[config.mk]
export PLATFORM = sky130hd
export DESIGN_NAME = wb_arbiter
export DESIGN_NICKNAME = d
export VERILOG_FILES = /design/src/rtl/wb_arbiter.sv
export SDC_FILE = /design/constraint.sdc
export NUM_CORES = 1
export LEC_CHECK = 0
export BUFFER_PORTS_ARGS = -buffer_cell sky130_fd_sc_hd__buf_2
export CORE_MARGIN = 3
export CORE_UTILIZATION = 35
export CTS_CLUSTER_SIZE = 10
export DETAILED_ROUTE_END_ITERATION = 7
export PLACE_DENSITY = 0.67
export SYNTH_ARGS = -nofsm -noshare
export SYNTH_HDL_FRONTEND = slang
export SYNTH_SLANG_ARGS = --single-unit
[constraint.sdc]
create_clock -name clk -period 2.23 [get_ports clk]
set_clock_uncertainty 0.2 [all_clocks]
set_input_delay 0.1115 -clock clk [delete_from_list [all_inputs] [get_ports clk]]
set_output_delay 0.1115 -clock clk [all_outputs]
set_load 0.005 [all_outputs]
[src/rtl/wb_arbiter.sv]
// Write-back arbiter: merges ALU results and in-order load responses onto a
// single register-file write port, tracking outstanding load destinations in
// a FIFO tag queue that also drives the decode-stage RAW/WAW hazard check.
module wb_arbiter #(
    parameter int unsigned TAG_DEPTH = 4
) (
    input  logic        clk,
    input  logic        resetb,
    input  logic        alu_valid,
    input  logic [4:0]  alu_rd,
    input  logic [31:0] alu_data,
    input  logic        ld_issue,
    input  logic [4:0]  ld_issue_rd,
    output logic        ld_issue_ready,
    input  logic        ld_valid,
    input  logic [31:0] ld_data,
    output logic        ld_ready,
    input  logic [4:0]  chk_rs1,
    input  logic [4:0]  chk_rs2,
    input  logic [4:0]  chk_rd,
    output logic        hazard,
    output logic [4:0]  a_rd,
    output logic [31:0] d_rd,
    output logic        we_rd
);

    localparam int unsigned PTR_W = (TAG_DEPTH > 1) ? $clog2(TAG_DEPTH) : 1;
    localparam int unsigned CNT_W = PTR_W + 1;

    logic [4:0]       tags [TAG_DEPTH];
    logic [PTR_W-1:0] wr_ptr;
    logic [PTR_W-1:0] rd_ptr;
    logic [CNT_W-1:0] count;

    logic             push;
    logic             pop;
    logic [4:0]       head_tag;
    logic             sel_valid;
    logic [4:0]       sel_rd;
    logic [31:0]      sel_data;

    // Queue handshakes; the ALU is never stalled, so loads only drain when it is idle
    always_comb begin
        ld_issue_ready = (count != CNT_W'(TAG_DEPTH));
        ld_ready       = !alu_valid && (count != CNT_W'(0));
        push           = ld_issue && ld_issue_ready;
        pop            = ld_valid && ld_ready;
        head_tag       = tags[rd_ptr];
    end

    // Hazard against every occupied queue slot; x0 destinations never stall
    always_comb begin
        logic [PTR_W-1:0] offset;
        hazard = 1'b0;
        offset = '0;
        for (int i = 0; i < TAG_DEPTH; i++) begin
            offset = PTR_W'(i) - rd_ptr;
            if ((CNT_W'(offset) < count) && (tags[i] != 5'd0) &&
                ((tags[i] == chk_rs1) || (tags[i] == chk_rs2) || (tags[i] == chk_rd))) begin
                hazard = 1'b1;
            end
        end
    end

    // Tag storage; occupancy is tracked by the pointers, so no reset is needed
    always_ff @(posedge clk) begin
        if (push) begin
            tags[wr_ptr] <= ld_issue_rd;
        end
    end

    // Queue pointers and occupancy count
    always_ff @(posedge clk or negedge resetb) begin
        if (!resetb) begin
            wr_ptr <= '0;
            rd_ptr <= '0;
            count  <= '0;
        end else begin
            if (push) begin
                wr_ptr <= wr_ptr + PTR_W'(1);
            end
            if (pop) begin
                rd_ptr <= rd_ptr + PTR_W'(1);
            end
            case ({push, pop})
                2'b10:   count <= count + CNT_W'(1);
                2'b01:   count <= count - CNT_W'(1);
                default: count <= count;
            endcase
        end
    end

    // Write-source selection with fixed ALU priority
    always_comb begin
        sel_valid = 1'b0;
        sel_rd    = 5'd0;
        sel_data  = 32'd0;
        if (alu_valid) begin
            sel_valid = 1'b1;
            sel_rd    = alu_rd;
            sel_data  = alu_data;
        end else if (pop) begin
            sel_valid = 1'b1;
            sel_rd    = head_tag;
            sel_data  = ld_data;
        end
    end

    // Registered write port; address/data hold when nothing is selected
    always_ff @(posedge clk or negedge resetb) begin
        if (!resetb) begin
            a_rd  <= 5'd0;
            d_rd  <= 32'd0;
            we_rd <= 1'b0;
        end else begin
            we_rd <= sel_valid && (sel_rd != 5'd0);
            if (sel_valid) begin
                a_rd <= sel_rd;
                d_rd <= sel_data;
            end
        end
    end

endmodule
==> flow_results.org <==
** Synth
- Yosys printed 0 warnings.
- Synth area leaders :: sky130_fd_sc_hd__dfrtp_1 31%, sky130_fd_sc_hd__edfxtp_1 16%, sky130_fd_sc_hd__xor2_1 11%
- A synthesized cell averages 11.6 sq um.
- The share of the Yosys chip area taken by registers is 47.2%.
- Top cell type by total area after synthesis :: sky130_fd_sc_hd__dfrtp_1
- Synthesis handed over a netlist of 314 instances.
- Synthesis produced a netlist with a net count of 418.
- Number of distinct standard cells referenced by the synthesized netlist :: 32
- In this run, synthesis produced a sequential element count of 65.
- Area fraction of the dominant cell type after synthesis :: 30.8%
- Summing every instance area after synthesis gives 0.00366 sq mm.

** Routing
- Remaining antenna violation count after routing :: 0
- After detailed routing, the number of vias per cell comes to 5.16.
- After the first detailed-routing iteration, the DRC count stood at 301.
- Total routed wirelength :: 12.4 mm
- Summing over every cut layer, the via total after detailed routing is 3569.
- After detailed routing, the number of remaining DRC violations is 0.
- The pre-antenna-repair detailed-routing pass consisted of 4 iterations.
- After detailed routing, the average wire length per cell comes to 17.9 microns.

** Global routing
- The first global-routing pass estimated 19.0 mm of wire.
- The initial antenna violation count came to 0.
- Largest net degree at the start of global routing :: between 40 and 50
- Global routing finished with a remaining overflow of 0.
- Across every metal layer, demand over resource in global routing totals 21.0%.
- Vias in the first global route :: approximately 3600

** Critical path
- Biggest cell delay along the critical path :: between 0.5 and 0.6 ns
- Endpoint required time on the critical path :: 1.92 ns
- The number of buffers and inverters on the critical path is 1.
- The worst setup path is captured at a primary output.
- Cell-by-cell listing of the critical path :: or4_1 > o22ai_2 > a31oi_1 > or4_1 > buf_2
- The slowest stage of the critical path belongs to the cell sky130_fd_sc_hd__or4_1.
- Among cell families on the critical path, the largest total delay comes from simple AND/OR/NAND/NOR gates.
- The worst setup path is of the reg -> out kind.
- CP Data Arrival Time :: approximately 2.2 ns
- Of all nets on the critical path, the largest fanout is 4.
- The worst setup path is launched from a flip-flop.
- In this design, the critical path's most frequently occurring cell is sky130_fd_sc_hd__or4_1.

** Clock network
- No sink is reached through more buffers than the 2 on the longest clock path.
- The clock tree synthesis step divided the H-tree into 3 levels.
- At the later pin of the worst-skew pair, clock insertion delay measures 0.34 ns.
- Clock buffers created by TritonCTS :: 9
- Clock tree from TritonCTS :: done
- CTS root buf :: sky130_fd_sc_hd__clkbuf_8
- Clock sinks :: 65
- Clock edge transition at the registers on the reported setup and hold paths :: around 0.080 ns

** Finish
- Most common cell after layout, fill and taps aside :: sky130_fd_sc_hd__buf_2
- Post-synthesis to final-layout area growth :: 56.7%
- The finished cells cover 0.00573 sq mm.
- Layout net count :: 658
- The post-route netlist has 37.2% of its cells at a drive strength greater than 1.
- The library cells used most frequently in the layout, excluding fill and tap cells, are 134 x sky130_fd_sc_hd__buf_2, 75 x sky130_fd_sc_hd__dlygate4sd3_1, 43 x sky130_fd_sc_hd__xor2_1, 43 x sky130_fd_sc_hd__dfrtp_1, 38 x sky130_fd_sc_hd__buf_4.
- Antenna cell count :: 0

** Job
- Max-cap violations in this run came to 0.

** Placement
- Half-perimeter wire length of the detailed placement result :: 8.16 mm
- Final weighted congestion in routability-driven placement :: 1.01
- Once placement finished, the instance area stood at ~0.0047 sq mm.
- Worst setup slack after placement :: 0.0161 ns
- Number of buffers inserted by port buffering :: 134

** Die
- Measured along the x axis, the die boundary spans 108 microns.
- The floorplan step set the die height to 108 microns.
- The die covers 0.0117 sq mm.
- Area of the core region :: roughly 0.01 sq mm
- For this configuration, the core starts out at a cell density of 36.7%.
- I/O pin total :: 135
- Row count :: 36

** Status
- Outcome :: finished, violations left
- The checks that failed: setup timing.

** STA
- The final count of hold timing violations came to 0.
- Final critical-path setup slack :: -0.320 ns
- The count of pins over their slew limit is 0.
- Maximum clock frequency :: 392 MHz
- The worst path uses 114% of the clock period.
- Final number of setup-violating endpoints :: 1
- In this run the tightest slew margin relative to its limit is 48.8%.
- Final Critical Period :: around 2.5 ns
- For the pin with the worst max-slew slack, the measured transition is between 0.7 and 0.8 ns.
- Setup repair after global routing could not meet its margin everywhere.

** Power and ir drop
- Total power :: between 4000 and 5000 uW
- Leakage Power :: 0.00274 uW
- Dividing total power by cell area gives a power density of roughly 860 mW/mm^2.
- Peak supply drop :: 0.393 mV

** Min path
- The worst hold path belongs to the class in -> reg.
## layout make-up
class	count	area (sq um)
multi-input combinational	222	1860
clock inverter	4	48.8
tap	133	166
timing repair buffer	248	1730
sequential	65	1730
clock buffer	12	165
fill	812	4220
inverter	8	30.0
## state kept, by name (all words and copies together), names as in the netlist
name and cells:
count 3, we_rd 1, d_rd 32, a_rd 5, wr_ptr 2, tags 20
rd_ptr 2
## tightest hold or removal path, cell delays in order
cell	delay (ns)
sky130_fd_sc_hd__buf_2	0.11
sky130_fd_sc_hd__and2_1	0.14
sky130_fd_sc_hd__buf_4	0.12
sky130_fd_sc_hd__xnor2_1	0.05
## repair_timing
action,in CTS,in global routing
endpoints found under the setup margin,1,2
hold buffers,75,0
pin swaps,2,4
gates resized for setup,1,9
endpoints found under the hold margin,90,0
gates cloned,0,0
setup buffers,1,3
## stage by stage
step	TNS, ns	instances	hold WS (ns)	utilization [%]
2_1_floorplan	0	314	-0.384	-
3_3_place_gp	0	597	0.0265	47.2
3_5_place_dp	0	597	0.0373	47.2
4_1_cts	-0.326	689	0.0271	57.0
5_1_grt	-0.393	692	0.0780	57.6
6_report	-0.320	692	0.0485	57.6
## logic make-up after synthesis
family	after synthesis	share of synthesized area [%]
multiplexers	5	3.39
AO/OA/AOI/OAI	86	18.4
AND/OR/NAND/NOR	54	8.18
adder cells (fa/ha/maj)	10	3.63
flip-flops	65	47.2
XOR/XNOR	67	16.0
buffers and inverters	27	3.18
## power breakdown
| part | switching, uW | internal (uW) |
|---|---|---|
| clock network | 450 | 607 |
| logic | 997 | 1140 |
| registers | 213 | 1520 |
## path summary, 6_finish.rpt
path	from	endpoint	slack [ns]	cells after the start
worst max-delay path	tags[0][3]$_DFFE_PP_	hazard	-0.32	5
worst min-delay path	ld_issue	wr_ptr[0]$_DFFE_PN0P_	0.05	4
worst max register to register	tags[1][1]$_DFFE_PP_	we_rd$_DFF_PN0_	0.10	5
worst min register to register	d_rd[8]$_DFFE_PN0P_	d_rd[8]$_DFFE_PN0P_	0.27	1
max in group asynchronous	resetb	d_rd[27]$_DFFE_PN0P_	1.02	3
min in group asynchronous	resetb	d_rd[5]$_DFFE_PN0P_	0.18	2
## layer usage
metal	up-vias	global-route usage, %	part of all wire, %
met5	-	0	0
met4	0	8.30	2.4
met3	30	4.90	9.6
met2	196	35.8	47
met1	1707	25.7	41
li1	1636	-	-
## synth_stat cells, drive strengths merged
| cell type | count |
|---|---|
| xor2 | 44 |
| and3 | 4 |
| nand3 | 11 |
| a22o | 32 |
| ha | 9 |
| clkbuf | 12 |
| a221o | 5 |
| fa | 1 |
| xnor2 | 23 |
| o22ai | 4 |
| nand2 | 5 |
| edfxtp | 20 |
| a21oi | 5 |
| o21ai | 4 |
| a22oi | 1 |
| mux4 | 5 |
| buf | 7 |
| inv | 8 |
| nor2 | 6 |
| nor3b | 5 |
| nor3 | 13 |
| a31oi | 3 |
| and2 | 2 |
| dfrtp | 45 |
| nand2b | 1 |
| a21o | 32 |
| or4 | 7 |
Power figures use the tool's default switching activity.
